File: src/rtl/pc_sequencer.sv
// pc_sequencer: multi-cycle fetch / execute / update sequencer for the MIPS54 core.
// Drives the PC register load enable and next-PC value, handshakes with
// instruction memory and the execute datapath, and handles exception entry
// and ERET return. Every output is either a register or a decode of state.
module pc_sequencer #(
    parameter logic [31:0] RESET_PC   = 32'h0040_0000,
    parameter logic [31:0] EXC_VECTOR = 32'h0040_0004
) (
    input  logic        clk,
    input  logic        rst,
    input  logic        halt,
    input  logic [31:0] pc,
    output logic        imem_req,
    input  logic        imem_ack,
    output logic        exec_start,
    input  logic        exec_done,
    input  logic [2:0]  npc_sel,
    input  logic        branch_taken,
    input  logic [15:0] imm16,
    input  logic [25:0] jidx,
    input  logic [31:0] rs_val,
    input  logic [31:0] epc,
    input  logic        exc_req,
    output logic        pc_ena,
    output logic [31:0] pc_next,
    output logic        epc_we,
    output logic [31:0] epc_data
);

    typedef enum logic [1:0] {
        IDLE   = 2'd0,
        FETCH  = 2'd1,
        EXEC   = 2'd2,
        UPDATE = 2'd3
    } state_t;

    localparam logic [2:0] SEL_BRANCH = 3'd1;
    localparam logic [2:0] SEL_JUMP   = 3'd2;
    localparam logic [2:0] SEL_JR     = 3'd3;
    localparam logic [2:0] SEL_ERET   = 3'd4;

    state_t      state_q, state_d;
    logic        exec_start_q;
    logic        exc_q;
    logic [31:0] pc_next_q;
    logic [31:0] epc_data_q;

    logic [31:0] p4;
    logic [31:0] target;
    logic        exc_now;

    // State register; reset drops the sequencer straight back to IDLE.
    // NOTE: sequential state uses non-blocking assignments so every register
    // samples the pre-edge values and simulation matches the synthesized flops.
    always_ff @(posedge clk or posedge rst) begin
        if (rst) begin
            state_q <= IDLE;
        end else begin
            state_q <= state_d;
        end
    end

    // Next-state decode: halt only matters in IDLE, handshakes only in their own state.
    // NOTE: state_d gets a default before the case so no path leaves it
    // unassigned, which would otherwise infer a latch.
    always_comb begin
        state_d = state_q;
        case (state_q)
            IDLE:    if (!halt)     state_d = FETCH;
            FETCH:   if (imem_ack)  state_d = EXEC;
            EXEC:    if (exec_done) state_d = UPDATE;
            UPDATE:                 state_d = FETCH;
            default:                state_d = IDLE;
        endcase
    end

    // Next-PC target and exception detection, consumed only on the exec_done cycle.
    always_comb begin
        p4      = pc + 32'd4;
        target  = p4;
        exc_now = exc_req;
        case (npc_sel)
            SEL_BRANCH: if (branch_taken) target = p4 + {{14{imm16[15]}}, imm16, 2'b00};
            SEL_JUMP:   target = {p4[31:28], jidx, 2'b00};
            SEL_JR: begin
                target = rs_val;
                if (rs_val[1:0] != 2'b00) exc_now = 1'b1;
            end
            SEL_ERET:   target = epc;
            default:    target = p4;
        endcase
        if (exc_now) target = EXC_VECTOR;
    end

    // Registered strobes and data: exec_start marks the first EXEC cycle,
    // pc_next / epc_data / exception flag capture on the exec_done cycle and hold otherwise.
    always_ff @(posedge clk or posedge rst) begin
        if (rst) begin
            exec_start_q <= 1'b0;
            exc_q        <= 1'b0;
            pc_next_q    <= RESET_PC;
            epc_data_q   <= 32'd0;
        end else begin
            exec_start_q <= (state_q == FETCH) && imem_ack;
            if ((state_q == EXEC) && exec_done) begin
                exc_q     <= exc_now;
                pc_next_q <= target;
                if (exc_now) epc_data_q <= pc;
            end
        end
    end

    assign imem_req   = (state_q == FETCH);
    assign exec_start = exec_start_q;
    assign pc_ena     = (state_q == UPDATE);
    assign epc_we     = (state_q == UPDATE) && exc_q;
    assign pc_next    = pc_next_q;
    assign epc_data   = epc_data_q;

endmodule

File: config.mk
export PLATFORM = sky130hd
export DESIGN_NAME = pc_sequencer
export DESIGN_NICKNAME = d
export VERILOG_FILES = /design/src/rtl/pc_sequencer.sv
export SDC_FILE = /design/constraint.sdc
export NUM_CORES = 1
export LEC_CHECK = 0
export ABC_AREA = 1
export CAP_MARGIN = 20
export CORE_ASPECT_RATIO = 0.9
export CORE_MARGIN = 4
export CORE_UTILIZATION = 35
export DETAILED_ROUTE_END_ITERATION = 16
export DONT_BUFFER_PORTS = 1
export SLEW_MARGIN = 15
export SYNTH_ARGS = -nofsm -noshare
export SYNTH_HDL_FRONTEND = slang
export SYNTH_SLANG_ARGS = --single-unit
File: constraint.sdc
create_clock -name clk -period 2.6 [get_ports clk]
set_input_delay 0.78 -clock clk [delete_from_list [all_inputs] [get_ports clk]]
set_output_delay 0.78 -clock clk [all_outputs]
set_load 0.005 [all_outputs]
### After elaboration in Yosys (flattened, before gate mapping)

Cells that the tools add are included.

| storage, ports and cells | value |
|---|---|
| bits in read-only memories | 0 |
| memories kept | 0 |
| bits in writable memories | 0 |
| output and inout port bits | 68 |
| bits in latches | 0 |
| register bits after elaboration | 68 |

| operators by class | value |
|---|---|
| equal/unequal tests | 10 |
| $mul | 0 |
| reduce and logical (&&, ||, !) cells | 7 |
| $add $sub $neg | 2 |
| divide/modulo/power cells | 0 |
| bitwise logic cells | 0 |
| order comparisons | 0 |
| shift-type cells | 0 |
| muxes and demuxes | 9 |

Operators with widths:

| cell | count |
|---|---|
| case mux 32 bit (4 select lines) | 1 |
| 2-to-1 mux 32 bit | 2 |
| adder 32 x 3 -> 32 bit (second input constant) | 1 |
| adder 32 bit | 1 |
| case mux 2 bit (4 select lines) | 1 |
| equality test 3 x 2 -> 1 bit (second input constant) | 2 |
| 2-to-1 mux 2 bit | 3 |
| equality test 2 bit (second input constant) | 2 |
| != test 2 bit (second input constant) | 2 |
| equality test 3 x 1 -> 1 bit (second input constant) | 1 |
| equality test 3 bit (second input constant) | 1 |
| logical AND 1 bit | 3 |
| AND reduction 3 bit | 1 |
| equality test 2 x 1 -> 1 bit (second input constant) | 1 |
| zero test 2 bit | 1 |
| 2-to-1 mux 1 bit | 2 |
| != test 2 x 1 -> 1 bit (second input constant) | 1 |
| AND reduction 2 bit | 1 |
| nonzero test 2 bit | 1 |

### Depth between registers and ports, before layout

Gate-level depths: netlist of the first run.

| depth | value |
|---|---|
| depth after elaboration | 5 |
| depth in mapped cells | 26 |

### Worst setup path after synthesis of the first run

OpenSTA, ideal clock, no wires.

| timing path | value |
|---|---|
| kind | input-to-reg |
| start | in pc[2] |
| end | reg pc_next_q[26] (netlist: pc_next[26]) |
| setup time | 117 ps |
| stages on the path | 19 |
| setup slack | -524 ps |
| path buffers | 0 |
| required time | 2483 ps |
| arrival time | 3007 ps |
| cells stage by stage | ha_1 > inv_1 > nor2_1 > nand2_1 > nor3_1 > or2_2 > and2_1 > inv_1 > ha_1 > nand2_1 > nor3_1 > and2_1 > nand3_1 > nand4_1 > nand3_1 > nand2_1 > nand2_1 > nand2_1 > nand2_1 |

| on the way | value |
|---|---|
| cells in the longest elaborated chain, start to end | 5 |

Ends and longest elaborated chain:

| item | line | RTL |
|---|---|---|
| start: declaration | 12 | `input logic [31:0] pc,` |
| adder 32 x 3 -> 32 bit * | 79 | `p4 = pc + 32'd4;` |
| adder 32 bit | 83 | `SEL_BRANCH: if (branch_taken) target = p4 + {{14{imm16[15]}}, imm16, 2'b00};` |
| 2-to-1 mux 32 bit | 83 |  |
| case mux 32 bit (4 select lines) * | 82 | `case (npc_sel)` |
| 2-to-1 mux 32 bit * | 92 | `if (exc_now) target = EXC_VECTOR;` |
| end signal: assignment | 107 | `pc_next_q <= target;` |
| end: declaration | 45 | `logic [31:0] pc_next_q;` |

Every way passes the cells marked *; elsewhere a longest branch is shown, timed or not.
A chain may end at the register's enable or synchronous reset.

### Worst setup path after layout of the first run

| timing path | value |
|---|---|
| start | in pc[3] |
| end | reg pc_next_q[27] (netlist: pc_next[27]) |

The elaborated chain is that of the path after synthesis.

==> out/summary.txt, run 1 <==
STA
--------------------------------------------------------------------------------
Final min period                                                         2.99 ns
Count of pins over their slew limit                                            0
Final setup fails                                                             24
Accumulated negative setup slack                                        -6.53 ns
Setup repair after global routing missed its margin                          yes
Highest clock rate                                                       335 MHz
Final number of hold-violating endpoints                                       0
Worst Hold Slack                                                        0.381 ns
Max transition margin                                                      0.533
Worst path setup slack after routing                                   -0.387 ns
Actual transition at the worst max-transition pin                       0.701 ns
Fin crit share                                                              1.15
Setup Skew                                                            0.00628 ns

SYNTHESIS
--------------------------------------------------------------------------------
Largest cells by area after synthesis                               sky130_fd_sc_hd__dfrtp_1 25%, sky130_fd_sc_hd__nand2_1 23%, sky130_fd_sc_hd__inv_1 8.8%
Ys flop type                                                        sky130_fd_sc_hd__dfrtp_1
Cell type contributing the most total cell area after synthesis     sky130_fd_sc_hd__dfrtp_1
Synthesized area                                                      6780 sq um
Warnings from Yosys                                                            0
Share of the synthesized area in the top cell type                         0.247
Count of unique library cells instantiated by Yosys                           41
Post-synthesis register bit count                                             68
Syn Nets                                                                    1298
Cell count after synthesis                                                  1109
Fraction of registers with async set or reset after synthesis               1.00
Post-synthesis average cell area                                      6.11 sq um
Number of flops mapped to enable cells by yosys                                0
Sequential element share of the synthesized area                           0.251

CLOCKING
--------------------------------------------------------------------------------
TritonCTS clock tree                                                         yes
H-tree levels                                                                  3
Sinks on the clock net                                                        68
Clock buffers created by TritonCTS                                             9
Maximum root-to-sink buffer count                                              2
Worst skew pair latency                                                  0.35 ns
Worst-path clk slew                                                      0.06 ns
Clock root buffer                                                   sky130_fd_sc_hd__clkbuf_16

FLOORPLANNING
--------------------------------------------------------------------------------
Floorplan die area                                                   21700 sq um
Y dimension of the die                                                    140 um
Initial Util                                                               0.355
Core area                                                            19100 sq um
Floorplan row count                                                           48
Die span in x                                                             155 um
Top-level port count                                                         216

FINISH
--------------------------------------------------------------------------------
Antenna Diode Count                                                            0
Number of nets at the end of the flow                                       1508
Storage element area                                                  1700 sq um
Final standard cell count with taps included and fillers excluded           1574
Area Growth Syn to Fin                                                     61.9%
Combined area of the multi-input logic cells                          6100 sq um
Number of inserted filler cells in the final layout                         1742
Layout cells sized above 1                                                 0.416

DETAILED ROUTING
--------------------------------------------------------------------------------
Initial DRC count                                                            735
First-pass iteration count of the detailed router                              6
DRC violation count after routing                                              0
Average routed wire per standard cell                                    20.3 um
Number of vias after detailed routing                                       8314
Antenna Nets Post-Route                                                        0
Final WL                                                                32000 um
DR vias/cell                                                                5.28

GRT
--------------------------------------------------------------------------------
Sum of overflow across all layers after global routing                         0
Largest net degree at the start of global routing                             69
Global-route total usage across every layer                                0.279
Number of global-route vias before repair                                   8153
Global-route wire length before repair                                  46600 um
Initial antenna violation count                                                1

STATUS
--------------------------------------------------------------------------------
Violations in the final reports                                     negative setup slack
Result of the run                                                   complete, but fails checks

CRITICAL PATH
--------------------------------------------------------------------------------
Cell repeated most along the worst path                             sky130_fd_sc_hd__nand2_1
CP startpoint kind                                                     input pin
Worst Setup End Kind                                                    register
Delay of the slowest cell on the worst path                              0.33 ns
Crit path arrival time                                                   3.23 ns
Largest fanout on the critical path                                            5
Crit Path Class                                                        in -> reg
Slowest-stage cell, CP                                              sky130_fd_sc_hd__ha_4
Ordered cell list for the critical path                             ha_4, inv_6, nor2_4, nand2_8, nor3_4, or2_4, and2_4, inv_4, ha_4, nand2_8, nor2_2, nand2_1, nor3_1, nand2_1, nand3_1, nand3_1, nand2_1, nand2_1, nand2_1, nand2_1
Required time of the worst setup path                                    2.84 ns

POWER
--------------------------------------------------------------------------------
Largest voltage drop on the vdd net                                       502 uV
Pwr Total                                                                5.67 mW
Reported leakage power                                                   5.46 nW
Power per standard cell area                                         517 nW/um^2

PLACE
--------------------------------------------------------------------------------
RePlAce Congestion                                                         0.948
HPWL reported at the end of detailed placement                          25100 um
Pre-CTS worst setup slack                                              -0.907 ns
Number of placed cells counting well taps                                   1516
Total of buffers placed on input and output ports                              0

HOLD PATH
--------------------------------------------------------------------------------
Hold WC Path Type                                                    in -> async

RUN
--------------------------------------------------------------------------------
Number of violations of the max-capacitance limit                              0

==> power by group <==
group	leakage (nW)	switching, mW	internal [mW]
combinational	4.44	1.36	1.09
sequential	0.865	0.422	1.52
clock	0.150	0.539	0.750
==> routing by layer <==
layer	global-route usage	part of all wire	wire [um]	vias to the layer above
met5	0	0.00041	13	-
met4	0.0678	0.027	868	2
met3	0.0868	0.096	3080	56
met2	0.460	0.47	15000	397
met1	0.358	0.41	13000	3862
li1	-	-	-	3997
==> state kept, by name (all words and copies together) (netlist names) <==
signal / cells
epc_data: 32
exc_q: 1
exec_start: 1
pc_next: 32
state_q: 2
==> worst paths after layout <==
kind | slack (ns) | start | to | cells past startpoint
worst max-delay path | -0.39 | pc[3] | pc_next[27] | 20
worst min-delay path | 0.38 | rst | state_q[0] | 2
worst max register to register | 0.78 | state_q[0] | pc_next[5] | 10
worst min register to register | 0.50 | exc_q | exc_q | 2
max in group asynchronous | 1.89 | rst | pc_next[14] | 2
min in group clk | 0.50 | exc_q | exc_q | 2
==> synth_stat cells (all sizes together), types with 2 or more instances <==
cell and n:
clkbuf 17, a22o 13, nor3 20, o21ai 66, buf 8, nand2 419, nand3 57, or2 4
nand4 14, o211ai 8, xnor2 7, a221oi 19, o21bai 6, and2 3, dfrtp 67, xor2 20
inv 163, nor2 77, a21oi 66, nand3b 4, ha 40, a21o 2
==> critical path: cells and delay by family <==
| family | cells | cell delay, ns |
|---|---|---|
| adders and majority gates | 2 | 0.47 |
| and+or+nand+nor | 16 | 1.89 |
| buffers and inverters | 2 | 0.08 |
==> layout by cell type, fill, tap and decap left out, types with 4 or more instances in the layout <==
| cell | Yosys | routed |
|---|---|---|
| sky130_fd_sc_hd__xnor2_2 | 0 | 4 |
| sky130_fd_sc_hd__a22o_1 | 13 | 13 |
| sky130_fd_sc_hd__nand2_8 | 0 | 5 |
| sky130_fd_sc_hd__nand3_2 | 0 | 17 |
| sky130_fd_sc_hd__nor3_1 | 17 | 5 |
| sky130_fd_sc_hd__a21oi_1 | 66 | 47 |
| sky130_fd_sc_hd__ha_4 | 0 | 29 |
| sky130_fd_sc_hd__nand3_4 | 0 | 6 |
| sky130_fd_sc_hd__a21oi_2 | 0 | 10 |
| sky130_fd_sc_hd__xor2_1 | 20 | 6 |
| sky130_fd_sc_hd__nand2_4 | 1 | 32 |
| sky130_fd_sc_hd__nand2_2 | 1 | 58 |
| sky130_fd_sc_hd__inv_1 | 158 | 118 |
| sky130_fd_sc_hd__a221oi_1 | 16 | 16 |
| sky130_fd_sc_hd__a21oi_4 | 0 | 9 |
| sky130_fd_sc_hd__buf_6 | 0 | 31 |
| sky130_fd_sc_hd__o21ai_2 | 1 | 5 |
| sky130_fd_sc_hd__buf_4 | 1 | 185 |
| sky130_fd_sc_hd__buf_12 | 0 | 8 |
| sky130_fd_sc_hd__ha_1 | 40 | 11 |
| sky130_fd_sc_hd__inv_2 | 5 | 38 |
| sky130_fd_sc_hd__xor2_2 | 0 | 13 |
| sky130_fd_sc_hd__nand4_1 | 14 | 14 |
| sky130_fd_sc_hd__o211ai_1 | 8 | 8 |
| sky130_fd_sc_hd__o21ai_0 | 54 | 38 |
| sky130_fd_sc_hd__clkbuf_16 | 0 | 9 |
| sky130_fd_sc_hd__nor3_4 | 1 | 9 |
| sky130_fd_sc_hd__nand3_1 | 57 | 34 |
| sky130_fd_sc_hd__nor2_2 | 0 | 15 |
| sky130_fd_sc_hd__nand2_1 | 417 | 324 |
| sky130_fd_sc_hd__nor2_1 | 74 | 34 |
| sky130_fd_sc_hd__nor2_4 | 3 | 28 |
| sky130_fd_sc_hd__nor3_2 | 2 | 6 |
| sky130_fd_sc_hd__dfrtp_1 | 67 | 67 |
| sky130_fd_sc_hd__nand3b_1 | 4 | 4 |
| sky130_fd_sc_hd__o21ai_1 | 11 | 21 |
==> kinds of logic after synthesis <==
| logic type | count (synthesis) | share of synthesized area |
|---|---|---|
| AOI/OAI and AO/OA | 186 | 0.167 |
| and+or+nand+nor | 599 | 0.364 |
| adders and majority gates | 41 | 0.0768 |
| xor gates and xnor gates | 27 | 0.0349 |
| buffers and inverters | 188 | 0.106 |
| DFF | 68 | 0.251 |
==> area by class of cell <==
type                            instances  area share
Clock buffer                            9      0.0205
Clock inverter                          7     0.00684
Inverter                              163      0.0599
Multi-Input combinational cell        853       0.556
Sequential cell                        68       0.155
Tap cell                              250      0.0285
Timing Repair Buffer                  224       0.173
==> what timing repair did <==
| item | 4_1_cts | 5_1_grt |
|---|---|---|
| hold buffers | 0 | 0 |
| pin swaps | 98 | 105 |
| resized for setup | 206 | 152 |
| setup endpoints to repair | 26 | 27 |
| setup buffers | 23 | 22 |
==> stage by stage <==
step	area [sq um]	util
floorplan	7140	-
global placement	8760	0.459
detailed placement	8760	0.459
CTS	10200	0.532
global route	11000	0.575
finish	11000	0.575
Power figures use the tool's default switching activity.
==> run 2, diff against run 1 <==
--- a/config.mk
+++ b/config.mk
@@ -11,7 +11,7 @@
 export CORE_MARGIN = 4
 export CORE_UTILIZATION = 35
 export DETAILED_ROUTE_END_ITERATION = 16
-export DONT_BUFFER_PORTS = 1
+export PLACE_DENSITY = 0.66
 export SLEW_MARGIN = 15
 export SYNTH_ARGS = -nofsm -noshare
 export SYNTH_HDL_FRONTEND = slang
==> out/summary.txt, run 2 (synthesis gave the netlist of run 1 again) <==
DETAILED ROUTING
-----------------------------------------------------------------------
Antenna Nets Post-Route                                               0
Initial DRC count                                                   679
DRC violation count after routing                                     0
Final WL                                                       35000 um
First-pass iteration count of the detailed router                     5
Number of vias after detailed routing                              9557
DR vias/cell                                                       5.09
Average routed wire per standard cell                           18.7 um

STA
-----------------------------------------------------------------------
Setup repair after global routing missed its margin                 yes
Highest clock rate                                              315 MHz
Final number of hold-violating endpoints                              0
Count of pins over their slew limit                                   0
Fin crit share                                                     1.22
Max transition margin                                             0.661
Final min period                                                3.18 ns
Final setup fails                                                    26
Setup Skew                                                    0.0148 ns
Accumulated negative setup slack                              -11.37 ns
Worst path setup slack after routing                          -0.575 ns
Actual transition at the worst max-transition pin              0.509 ns

STATUS
-----------------------------------------------------------------------
Result of the run                                          complete, but fails checks
Violations in the final reports                            negative setup slack

FINISH
-----------------------------------------------------------------------
Number of nets at the end of the flow                              1810
Antenna Diode Count                                                   0
Leading cell types in the layout, fill and taps excluded   328 x sky130_fd_sc_hd__nand2_1, 273 x sky130_fd_sc_hd__buf_4, 188 x sky130_fd_sc_hd__clkdlybuf4s50_1
Area Growth Syn to Fin                                             103%
Leading cell type in the layout, fill and taps excluded    sky130_fd_sc_hd__nand2_1
Layout cells sized above 1                                        0.412
Number of inserted filler cells in the final layout                1492

POWER
-----------------------------------------------------------------------
Largest voltage drop on the vdd net                              584 uV
Power per standard cell area                                507 nW/um^2
Reported leakage power                                          6.79 nW

CLOCKING
-----------------------------------------------------------------------
Worst-path clk slew                                             0.06 ns
Clock root buffer                                          sky130_fd_sc_hd__clkbuf_16
Sinks on the clock net                                               68
H-tree levels                                                         3
TritonCTS clock tree                                                yes
Maximum root-to-sink buffer count                                     2
Clock buffers created by TritonCTS                                    9
Worst skew pair latency                                         0.35 ns

GRT
-----------------------------------------------------------------------
Global-route wire length before repair                         52600 um
Initial antenna violation count                                       0
Largest net degree at the start of global routing                    51
Global-route total usage across every layer                       0.307
Number of global-route vias before repair                          9403
Sum of overflow across all layers after global routing                0

RUN
-----------------------------------------------------------------------
Number of violations of the max-capacitance limit                     0

CRITICAL PATH
-----------------------------------------------------------------------
Launching element of the worst setup path                         pc[3]
Crit path arrival time                                          3.41 ns
Crit Path Class                                               in -> reg
Delay of the slowest cell on the worst path                     0.23 ns
Critical R2R Launch                                          state_q[0]
CP startpoint kind                                            input pin
Slowest-stage cell, CP                                     sky130_fd_sc_hd__ha_4
Cell repeated most along the worst path                    sky130_fd_sc_hd__nand2_1
Ordered cell list for the critical path                    buf_6, buf_6, ha_4, inv_4, nor2_4, buf_4, buf_6, xor2_4, inv_2, ha_4, nand2_2, nand2_2, a21oi_2, inv_1, nand2_1, nand3b_1, buf_4, xor2_1, nand2_1, o211ai_1, nand2_1, nand2_1
Required time of the worst setup path                           2.83 ns
Largest fanout on the critical path                                   3
Worst Setup End Kind                                           register

FLOORPLANNING
-----------------------------------------------------------------------
Initial Util                                                      0.355
Floorplan die area                                          21700 sq um
Y dimension of the die                                           140 um
Die span in x                                                    155 um
Top-level port count                                                216
Core area                                                   19100 sq um
Floorplan row count                                                  48

HOLD PATH
-----------------------------------------------------------------------
Hold WC Path Type                                            reg -> reg
Hold Crit Start                                             pc_next[26]

PLACE
-----------------------------------------------------------------------
Total of buffers placed on input and output ports                   215
RePlAce Congestion                                                 1.01
Pre-CTS worst setup slack                                      -1.57 ns
HPWL reported at the end of detailed placement                 27200 um

==> run 2: cell count changes in the layout (fill, tap and decap cells not counted), moves of 5 or more <==
| cell | before | now |
|---|---|---|
| sky130_fd_sc_hd__buf_4 | 185 | 273 |
| sky130_fd_sc_hd__xor2_2 | 13 | 8 |
| sky130_fd_sc_hd__buf_2 | 0 | 5 |
| sky130_fd_sc_hd__dlygate4sd2_1 | 0 | 7 |
| sky130_fd_sc_hd__a21oi_2 | 10 | 20 |
| sky130_fd_sc_hd__ha_4 | 29 | 24 |
| sky130_fd_sc_hd__nand3_2 | 17 | 22 |
| sky130_fd_sc_hd__nand2_2 | 58 | 53 |
| sky130_fd_sc_hd__clkdlybuf4s50_1 | 0 | 188 |
| sky130_fd_sc_hd__o21ai_0 | 38 | 32 |
| sky130_fd_sc_hd__a21oi_1 | 47 | 38 |
==> run 2: critical path, delay by kind of cell <==
family	cells	cell delay (ns)
xor+xnor	2	0.31
simple gates	8	0.76
compound gates	2	0.31
buf+inv	8	0.83
fa+ha+maj	2	0.38
==> run 2: report_power, final <==
| group | total, mW | internal (mW) | switching, mW |
|---|---|---|---|
| registers | 1.79 | 1.51 | 0.278 |
| clock network | 1.31 | 0.759 | 0.553 |
| logic | 3.88 | 2.09 | 1.79 |
| total | 6.98 | 4.36 | 2.62 |
==> run 2: final cells by class <==
type,instances,area (sq um),area share
Tap cell,250,313,0.0227
Sequential cell,68,1700,0.124
Timing Repair Buffer,526,4700,0.342
Inverter,163,637,0.0462
Clock inverter,7,82.6,0.00600
Clock buffer,9,225,0.0164
Multi-Input combinational cell,853,6110,0.443
==> run 2: worst paths after layout <==
check	end	slack, ns	depth (start not counted)
worst min register to register	pc_next[26]	0.48	2
min in group asynchronous	epc_data[25]	0.81	3
worst min-delay path	pc_next[26]	0.48	2
worst max-delay path	pc_next[13]	-0.58	22
max in group asynchronous	pc_next[22]	1.51	3
worst max register to register	pc_next[26]	0.86	9
==> run 2: timing repair <==
action,in CTS,in global routing
resized for setup,341,127
hold buffers,0,0
endpoints found under the hold margin,0,0
cloned,0,0
buffers inserted,45,7
pin swaps,152,99
endpoints found under the setup margin,30,29
==> run 2: per-layer routing <==
| layer | GRT usage | routed length [um] | vias to the layer above |
|---|---|---|---|
| met5 | 0 | 0 | - |
| met4 | 0.0720 | 927 | 0 |
| met3 | 0.0420 | 2640 | 61 |
| met2 | 0.498 | 16100 | 419 |
| met1 | 0.436 | 15300 | 4469 |
| li1 | - | - | 4608 |
==> run 2: stage by stage <==
stage | instance area (sq um) | utilization | hold slack [ns] | instances | power, mW
2_1_floorplan | 7140 | - | 0.450 | 1109 | 3.03
3_3_place_gp | 11600 | 0.606 | 0.461 | 1812 | 5.11
3_5_place_dp | 11600 | 0.606 | 0.471 | 1812 | 5.15
4_1_cts | 13300 | 0.695 | 0.488 | 1869 | 6.83
5_1_grt | 13800 | 0.721 | 0.489 | 1876 | 7.41
6_report | 13800 | 0.721 | 0.479 | 1876 | 6.98
==> run 3, diff against run 2 <==
--- a/config.mk
+++ b/config.mk
@@ -6,9 +6,8 @@
 export NUM_CORES = 1
 export LEC_CHECK = 0
 export ABC_AREA = 1
-export CAP_MARGIN = 20
 export CORE_ASPECT_RATIO = 0.9
-export CORE_MARGIN = 4
+export CORE_MARGIN = 5
 export CORE_UTILIZATION = 35
 export DETAILED_ROUTE_END_ITERATION = 16
 export PLACE_DENSITY = 0.66
==> out/summary.txt, run 3 (synthesis gave the netlist of run 1 again) <==
POWER
-----------------------------------------------------------------------
Switching part of the total                                       0.384
Reported leakage power                                          6.66 nW
Largest voltage drop on the vdd net                              504 uV
Clock Power Share                                                 0.184
Reg power frac                                                    0.256
Cell Int Power                                                  4.32 mW
Power per standard cell area                                513 nW/um^2
Psw                                                             2.70 mW
Comb pwr share                                                    0.560

PLACE
-----------------------------------------------------------------------
Total of buffers placed on input and output ports                   215
RePlAce Congestion                                                 1.03
HPWL reported at the end of detailed placement                 26700 um

FINISH
-----------------------------------------------------------------------
Antenna Diode Count                                                   0
Layout cells sized above 1                                        0.416
Number of nets at the end of the flow                              1791
Leading cell types in the layout, fill and taps excluded   321 x sky130_fd_sc_hd__nand2_1, 259 x sky130_fd_sc_hd__buf_4, 187 x sky130_fd_sc_hd__clkdlybuf4s50_1
Final cell utilization of the core                                0.717
Storage element area                                         1700 sq um
Leading cell type in the layout, fill and taps excluded    sky130_fd_sc_hd__nand2_1
Number of inserted filler cells in the final layout                1466
Combined area of the multi-input logic cells                 6220 sq um
Area Growth Syn to Fin                                             102%

CRITICAL PATH
-----------------------------------------------------------------------
Required time of the worst setup path                           2.89 ns
Cell count of the worst reg-to-reg path                               9
Register-to-register setup slack                                0.78 ns
Crit path arrival time                                          3.64 ns
CP startpoint kind                                            input pin
Worst Setup End Kind                                           register
Endpoint of the most critical register-to-register path      pc_next[5]
Critical R2R Launch                                          state_q[0]
Launching element of the worst setup path                         pc[6]
Largest fanout on the critical path                                   3
Crit Path Class                                               in -> reg
Worst setup endpoint                                        pc_next[13]

STA
-----------------------------------------------------------------------
Setup Skew                                                   0.00986 ns
Highest clock rate                                              299 MHz
Max transition margin                                             0.627
Worst Hold Slack                                               0.478 ns
Final setup fails                                                    26
Final number of hold-violating endpoints                              0
Fin crit share                                                     1.29
Worst path setup slack after routing                          -0.748 ns
Final min period                                                3.35 ns
Setup repair after global routing missed its margin                 yes
Count of pins over their slew limit                                   0
Actual transition at the worst max-transition pin              0.558 ns

CLOCKING
-----------------------------------------------------------------------
TritonCTS clock tree                                                yes
Worst-path clk slew                                             0.06 ns
Worst skew pair latency                                         0.36 ns
Clock root buffer                                          sky130_fd_sc_hd__clkbuf_16
Clock buffers created by TritonCTS                                    9
H-tree levels                                                         3
Maximum root-to-sink buffer count                                     2
Sinks on the clock net                                               68
# hold bufs at CTS                                                    0

FLOORPLANNING
-----------------------------------------------------------------------
Floorplan die area                                          22200 sq um
Floorplan row count                                                  48
Initial Util                                                      0.355
Die span in x                                                    157 um
Y dimension of the die                                           142 um
Top-level port count                                                216
Core area                                                   19100 sq um

GRT
-----------------------------------------------------------------------
Largest net degree at the start of global routing                    69
Global-route wire length before repair                         52500 um
Number of global-route vias before repair                          9227
Sum of overflow across all layers after global routing                0
Initial antenna violation count                                       0
Global-route total usage across every layer                       0.306

DETAILED ROUTING
-----------------------------------------------------------------------
Initial DRC count                                                  1013
Number of vias after detailed routing                              9924
DR vias/cell                                                       5.34
Final WL                                                       37700 um
Average routed wire per standard cell                           20.3 um
Antenna Nets Post-Route                                               0
DRC violation count after routing                                     0
First-pass iteration count of the detailed router                     6

HOLD PATH
-----------------------------------------------------------------------
Hold WC Path Type                                            reg -> reg

STATUS
-----------------------------------------------------------------------
Result of the run                                          complete, but fails checks
Violations in the final reports                            negative setup slack

RUN
-----------------------------------------------------------------------
Number of violations of the max-capacitance limit                     0

-- run 3: area by class of cell --
class / instances / area share
Multi-Input combinational cell: 853 / 0.454
Timing Repair Buffer: 507 / 0.330
Sequential cell: 68 / 0.124
Inverter: 163 / 0.0471
Tap cell: 250 / 0.0229
Clock buffer: 10 / 0.0167
Clock inverter: 6 / 0.00466
-- run 3: worst min path at each step --
| stage | slack [ns] | from | cells past startpoint | end |
|---|---|---|---|---|
| final | 0.48 | pc_next[23] | 2 | pc_next[23] |
| after global routing | 0.50 | pc_next[20] | 2 | pc_next[20] |
| after CTS | 0.48 | pc_next[23] | 2 | pc_next[23] |
| after detailed placement | 0.46 | pc_next[23] | 2 | pc_next[23] |
| after global placement | 0.46 | pc_next[5] | 2 | pc_next[5] |
| after floorplan | 0.45 | exc_q | 2 | exc_q |
-- run 3: worst max-delay path, stage by stage --
cell                       delay, ns
sky130_fd_sc_hd__buf_6          0.10
sky130_fd_sc_hd__nand2_4        0.06
sky130_fd_sc_hd__nor3_4         0.25
sky130_fd_sc_hd__nand2_2        0.14
sky130_fd_sc_hd__nor2_4         0.21
sky130_fd_sc_hd__xor2_2         0.29
sky130_fd_sc_hd__ha_4           0.28
sky130_fd_sc_hd__nand2_1        0.08
sky130_fd_sc_hd__nand2_1        0.13
sky130_fd_sc_hd__o21bai_4       0.22
sky130_fd_sc_hd__nand3b_1       0.32
sky130_fd_sc_hd__buf_4          0.24
sky130_fd_sc_hd__xor2_1         0.17
sky130_fd_sc_hd__nand2_1        0.10
sky130_fd_sc_hd__o211ai_1       0.12
sky130_fd_sc_hd__nand2_1        0.07
sky130_fd_sc_hd__nand2_1        0.06
-- run 3: layer usage --
layer  GRT usage  share of wire
met1       0.413           0.40
met2       0.488           0.45
met3      0.0669           0.10
met4       0.105          0.046
met5           0              0
-- run 3: power by group through the flow --
| stage | Combinational (mW) | Clock (mW) | Sequential [mW] |
|---|---|---|---|
| finish | 3.93 | 1.29 | 1.80 |
| CTS | 3.62 | 1.29 | 1.78 |
| global placement | 3.24 | 0 | 1.78 |
| detailed placement | 3.28 | 0 | 1.79 |
| global route | 4.19 | 1.34 | 1.84 |
| floorplan | 1.24 | 0 | 1.79 |
-- run 3: through the flow --
| stage | cells | instance area (sq um) | total power, mW | TNS, ns | worst slack (ns) |
|---|---|---|---|---|---|
| 6_report | 1857 | 13700 | 7.02 | -12.41 | -0.748 |
| 2_1_floorplan | 1109 | 7140 | 3.03 | -4.45 | -0.339 |
| 3_5_place_dp | 1773 | 11300 | 5.07 | -39.92 | -1.62 |
| 5_1_grt | 1857 | 13700 | 7.37 | -14.71 | -0.745 |
| 3_3_place_gp | 1773 | 11300 | 5.02 | -38.97 | -1.55 |
| 4_1_cts | 1833 | 13000 | 6.70 | -8.67 | -0.499 |
-- run 3: timing repair --
| item | in CTS | in global routing |
|---|---|---|
| gates resized for setup | 352 | 134 |
| setup buffers | 46 | 27 |
| pin swaps | 140 | 120 |
| endpoints found under the setup margin | 30 | 28 |
==> edit 1, RTL diff (settings of run 2) <==
The 4 states of `state_t` get a one-hot encoding in 4 bits.
--- a/src/rtl/pc_sequencer.sv
+++ b/src/rtl/pc_sequencer.sv
@@ -27,11 +27,11 @@
     output logic [31:0] epc_data
 );
 
-    typedef enum logic [1:0] {
-        IDLE   = 2'd0,
-        FETCH  = 2'd1,
-        EXEC   = 2'd2,
-        UPDATE = 2'd3
+    typedef enum logic [3:0] {
+        IDLE   = 4'b0001,
+        FETCH  = 4'b0010,
+        EXEC   = 4'b0100,
+        UPDATE = 4'b1000
     } state_t;
 
     localparam logic [2:0] SEL_BRANCH = 3'd1;
Function: same outputs for any inputs over 10 cycles, from zero or initial values and one cycle with rst high; not proved beyond that.
==> edit 1 against run 2 <==
- the run still ends with setup timing left
- wire length is 2.6% lower
- hold slack worse by 0.0068 ns
- non-clock buffer count is 47 lower
- highest routed layer is now met5
- sequential power is 6% higher
- total power is 3.6% lower
- area after synthesis is 1.4% higher
- design area is 3.2% lower
- sequential cell count is 2 higher
- largest power group unchanged
- worst setup slack worse by 0.0036 ns
- sequential share of layout area is 0.79 points higher
==> edit 1: results (changes against run 2) <==
stage,metric,value,unit,change
critical_path,arrival,3.42,ns,about the same
sta,finalSetupTns,-9.513,ns,+1.862 ns
sta,setup_ws,-0.5788,ns,-0.003639 ns
cells_and_area,fin_nets,1724,,-4.8%
sta,clock_skew,0.01002,ns,-0.004748 ns
cells_and_area,fill_cells,1547,,+3.7%
route,met1Wirelength,13540,µm,-12%
power,p_int,4295,µW,-1.5%
cells_and_area,drive_gt1_share,41.17,%,about the same
route,via_per_inst,5.205,,+2.2%
route,met2_length,16360,µm,+1.7%
route,vias,9343,,-2.2%
critical_path,cpLargestDelayFamily,simple AND/OR/NAND/NOR gates,,
power,ir_worst_vdd,0.3946,mV,-32%
route,dr_wl_met3,2868,µm,+8.6%
run_status,status,"complete, but fails checks",,
route,highest_layer,met5,,
run_status,violations,setup timing,,
sta,setup_violations,25,,-3.8%
synth,synth_common_cells,"nand2_1, inv_1, dfrtp_1, nor2_1, nand3_1",,
route,initialDrtViolationCount,624,,-8.1%
synth,avgSynthCellArea,6.395,µm²,+4.6%
global_routing,track_usage,28.69,%,-2.0 points
global_routing,grt_use_met1,35.62,%,-8.0 points
synth,yosysUniqueCellTypes,51,,+24%
-- edit 1: cell count changes after synthesis, sizes merged, moves of 7 or more --
cell    before  now
a21oi       66   59
o21ai       66   49
a22o        13   20
nor2        77   85
a221oi      19    8
nand3       57   65
clkbuf      17    6
inv        163  139
buf          8   18
-- edit 1: power groups by stage --
stage	clock network (µW)	registers (µW)	logic, µW
floorplan	0	1880	1120
global placement	0	1880	3010
detailed placement	0	1890	3030
CTS	1310	1880	3320
global route	1350	1950	3800
finish	1300	1890	3540
-- edit 1: cells by family (layout without fill, tap and decap cells) --
| logic type | count (synthesis) | count (layout) | synth area share [%] |
|---|---|---|---|
| buffers and inverters | 164 | 634 | 9.665 |
| xor gates and xnor gates | 28 | 28 | 3.677 |
| AOI/OAI and AO/OA | 165 | 165 | 15.09 |
| adders and majority gates | 36 | 36 | 6.662 |
| and+or+nand+nor | 612 | 612 | 39.39 |
| DFF | 70 | 70 | 25.52 |
-- edit 1: layout make-up --
type	count	area (µm²)	area share [%]
repair buffers	479	4249	31.87
flip-flops and latches	70	1754	13.16
clock inverters	6	70.07	0.5255
well taps	250	312.8	2.346
inverters	139	526.8	3.950
multi-input cells	841	6192	46.44
clock buffers	10	229.0	1.717
-- edit 1: worst paths after layout --
kind,from,slack [ns],depth (start not counted),end
max in group asynchronous,rst,1.29,3,pc_next[22]$_DFFE_PP1P_
max,pc[8],-0.58,21,pc_next[18]$_DFFE_PP0P_
max reg2reg,state_q[2]$_DFFE_PP0P_,0.80,8,epc_data[30]$_DFFE_PP0P_
min,epc_data[21]$_DFFE_PP0P_,0.47,2,epc_data[21]$_DFFE_PP0P_
min in group asynchronous,rst,0.72,2,exec_start$_DFF_PP0_
min reg2reg,epc_data[21]$_DFFE_PP0P_,0.47,2,epc_data[21]$_DFFE_PP0P_
==> edit 2, RTL diff (config.mk and constraints of run 2) <==
Made on the original files. Set the parameter `EXC_VECTOR` to 32'h00300003 (it was 32'h0040_0004).
--- a/src/rtl/pc_sequencer.sv
+++ b/src/rtl/pc_sequencer.sv
@@ -4,7 +4,7 @@
 // and ERET return. Every output is either a register or a decode of state.
 module pc_sequencer #(
     parameter logic [31:0] RESET_PC   = 32'h0040_0000,
-    parameter logic [31:0] EXC_VECTOR = 32'h0040_0004
+    parameter logic [31:0] EXC_VECTOR = 32'h00300003
 ) (
     input  logic        clk,
     input  logic        rst,
Behaviour: not the same (Yosys sat finds a counterexample within 4 cycles, from zero or initial values and one cycle with rst high).
==> edit 2 against run 2 <==
- the run still ends with setup timing left
- final cell count decreased by 2.7%
- sequential cell count did not move
- wire length decreased by 2.6%
- first-iteration DRC count up 11%
- sequential share of layout area is 0.27 points higher
- design area decreased by 2.2%
- area after synthesis down 0.39%
- clock skew fell by 0.0070 ns
- total power rose by 0.14%
- worst setup slack gained 0.068 ns
- largest cell class unchanged
==> edit 2: results (changes against run 2) <==
stage,metric,value,unit,change
critical_path,critPathMaxFanout,5,,+2
synth,yosysUniqueCellTypes,46,,+12%
power,ir_worst_vdd,0.3680,mV,-37%
power,p_leak,0.006574,µW,-3.2%
route,initialDrtViolationCount,755,,+11%
synth,yosys-top-cells-area,"dfrtp_1, nand2_1, inv_1",,
placement,post_dp_cell_area,11070,µm²,-4.4%
sta,worstMarginPinSlew,0.4601,ns,-0.04844 ns
critical_path,arrival,3.35,ns,-0.06 ns
cells_and_area,fill_cells,1402,,-6.0%
sta,setup_ws,-0.5068,ns,+0.06836 ns
power,p_comb_share,54.9,%,-0.6 points
sta,setup_violations,26,,unchanged
cts,cts_setup_buffers,59,,+31%
synth,synth_compound_area_share,15.07,%,-1.6 points
synth,yosys.area_share.xor_xnor,3.892,%,+0.40 points
route,met2_length,15640,µm,-2.8%
cells_and_area,n_all_buffers,503,,-4.4%
synth,avgSynthCellArea,6.193,µm²,+1.3%
run_status,violations,setup timing,,
sta,finalSetupTns,-9.795,ns,+1.580 ns
power,clkPwrFrac,19.3,%,+0.5 points
synth,yosys.area_share.adder,7.711,%,+0.030 points
cts,cts_resized,344,,+0.88%
placement,placed_cells,1742,,-3.9%
global_routing,grt_max_degree,69,,+35%
run_status,status,"complete, but fails checks",,
[edit 2: per-layer routing]
layer	global-route usage (%)	vias up
met4	9.061	0
met1	38.18	4366
met5	0	-
li1	-	4473
met3	7.824	81
met2	47.56	422
[edit 2: final timing paths]
check / from / endpoint / slack [ns] / cells after the start
setup reg to reg: state_q[0]$_DFFE_PP0P_ / pc_next[20]$_DFFE_PP0P_ / 0.75 / 7
max in group asynchronous: rst / pc_next[22]$_DFFE_PP1P_ / 1.42 / 3
setup / recovery: pc[2] / pc_next[15]$_DFFE_PP0P_ / -0.51 / 22
hold reg to reg: epc_data[4]$_DFFE_PP0P_ / epc_data[4]$_DFFE_PP0P_ / 0.47 / 2
hold / removal: epc_data[4]$_DFFE_PP0P_ / epc_data[4]$_DFFE_PP0P_ / 0.47 / 2
min in group asynchronous: rst / state_q[0]$_DFFE_PP0P_ / 0.83 / 3
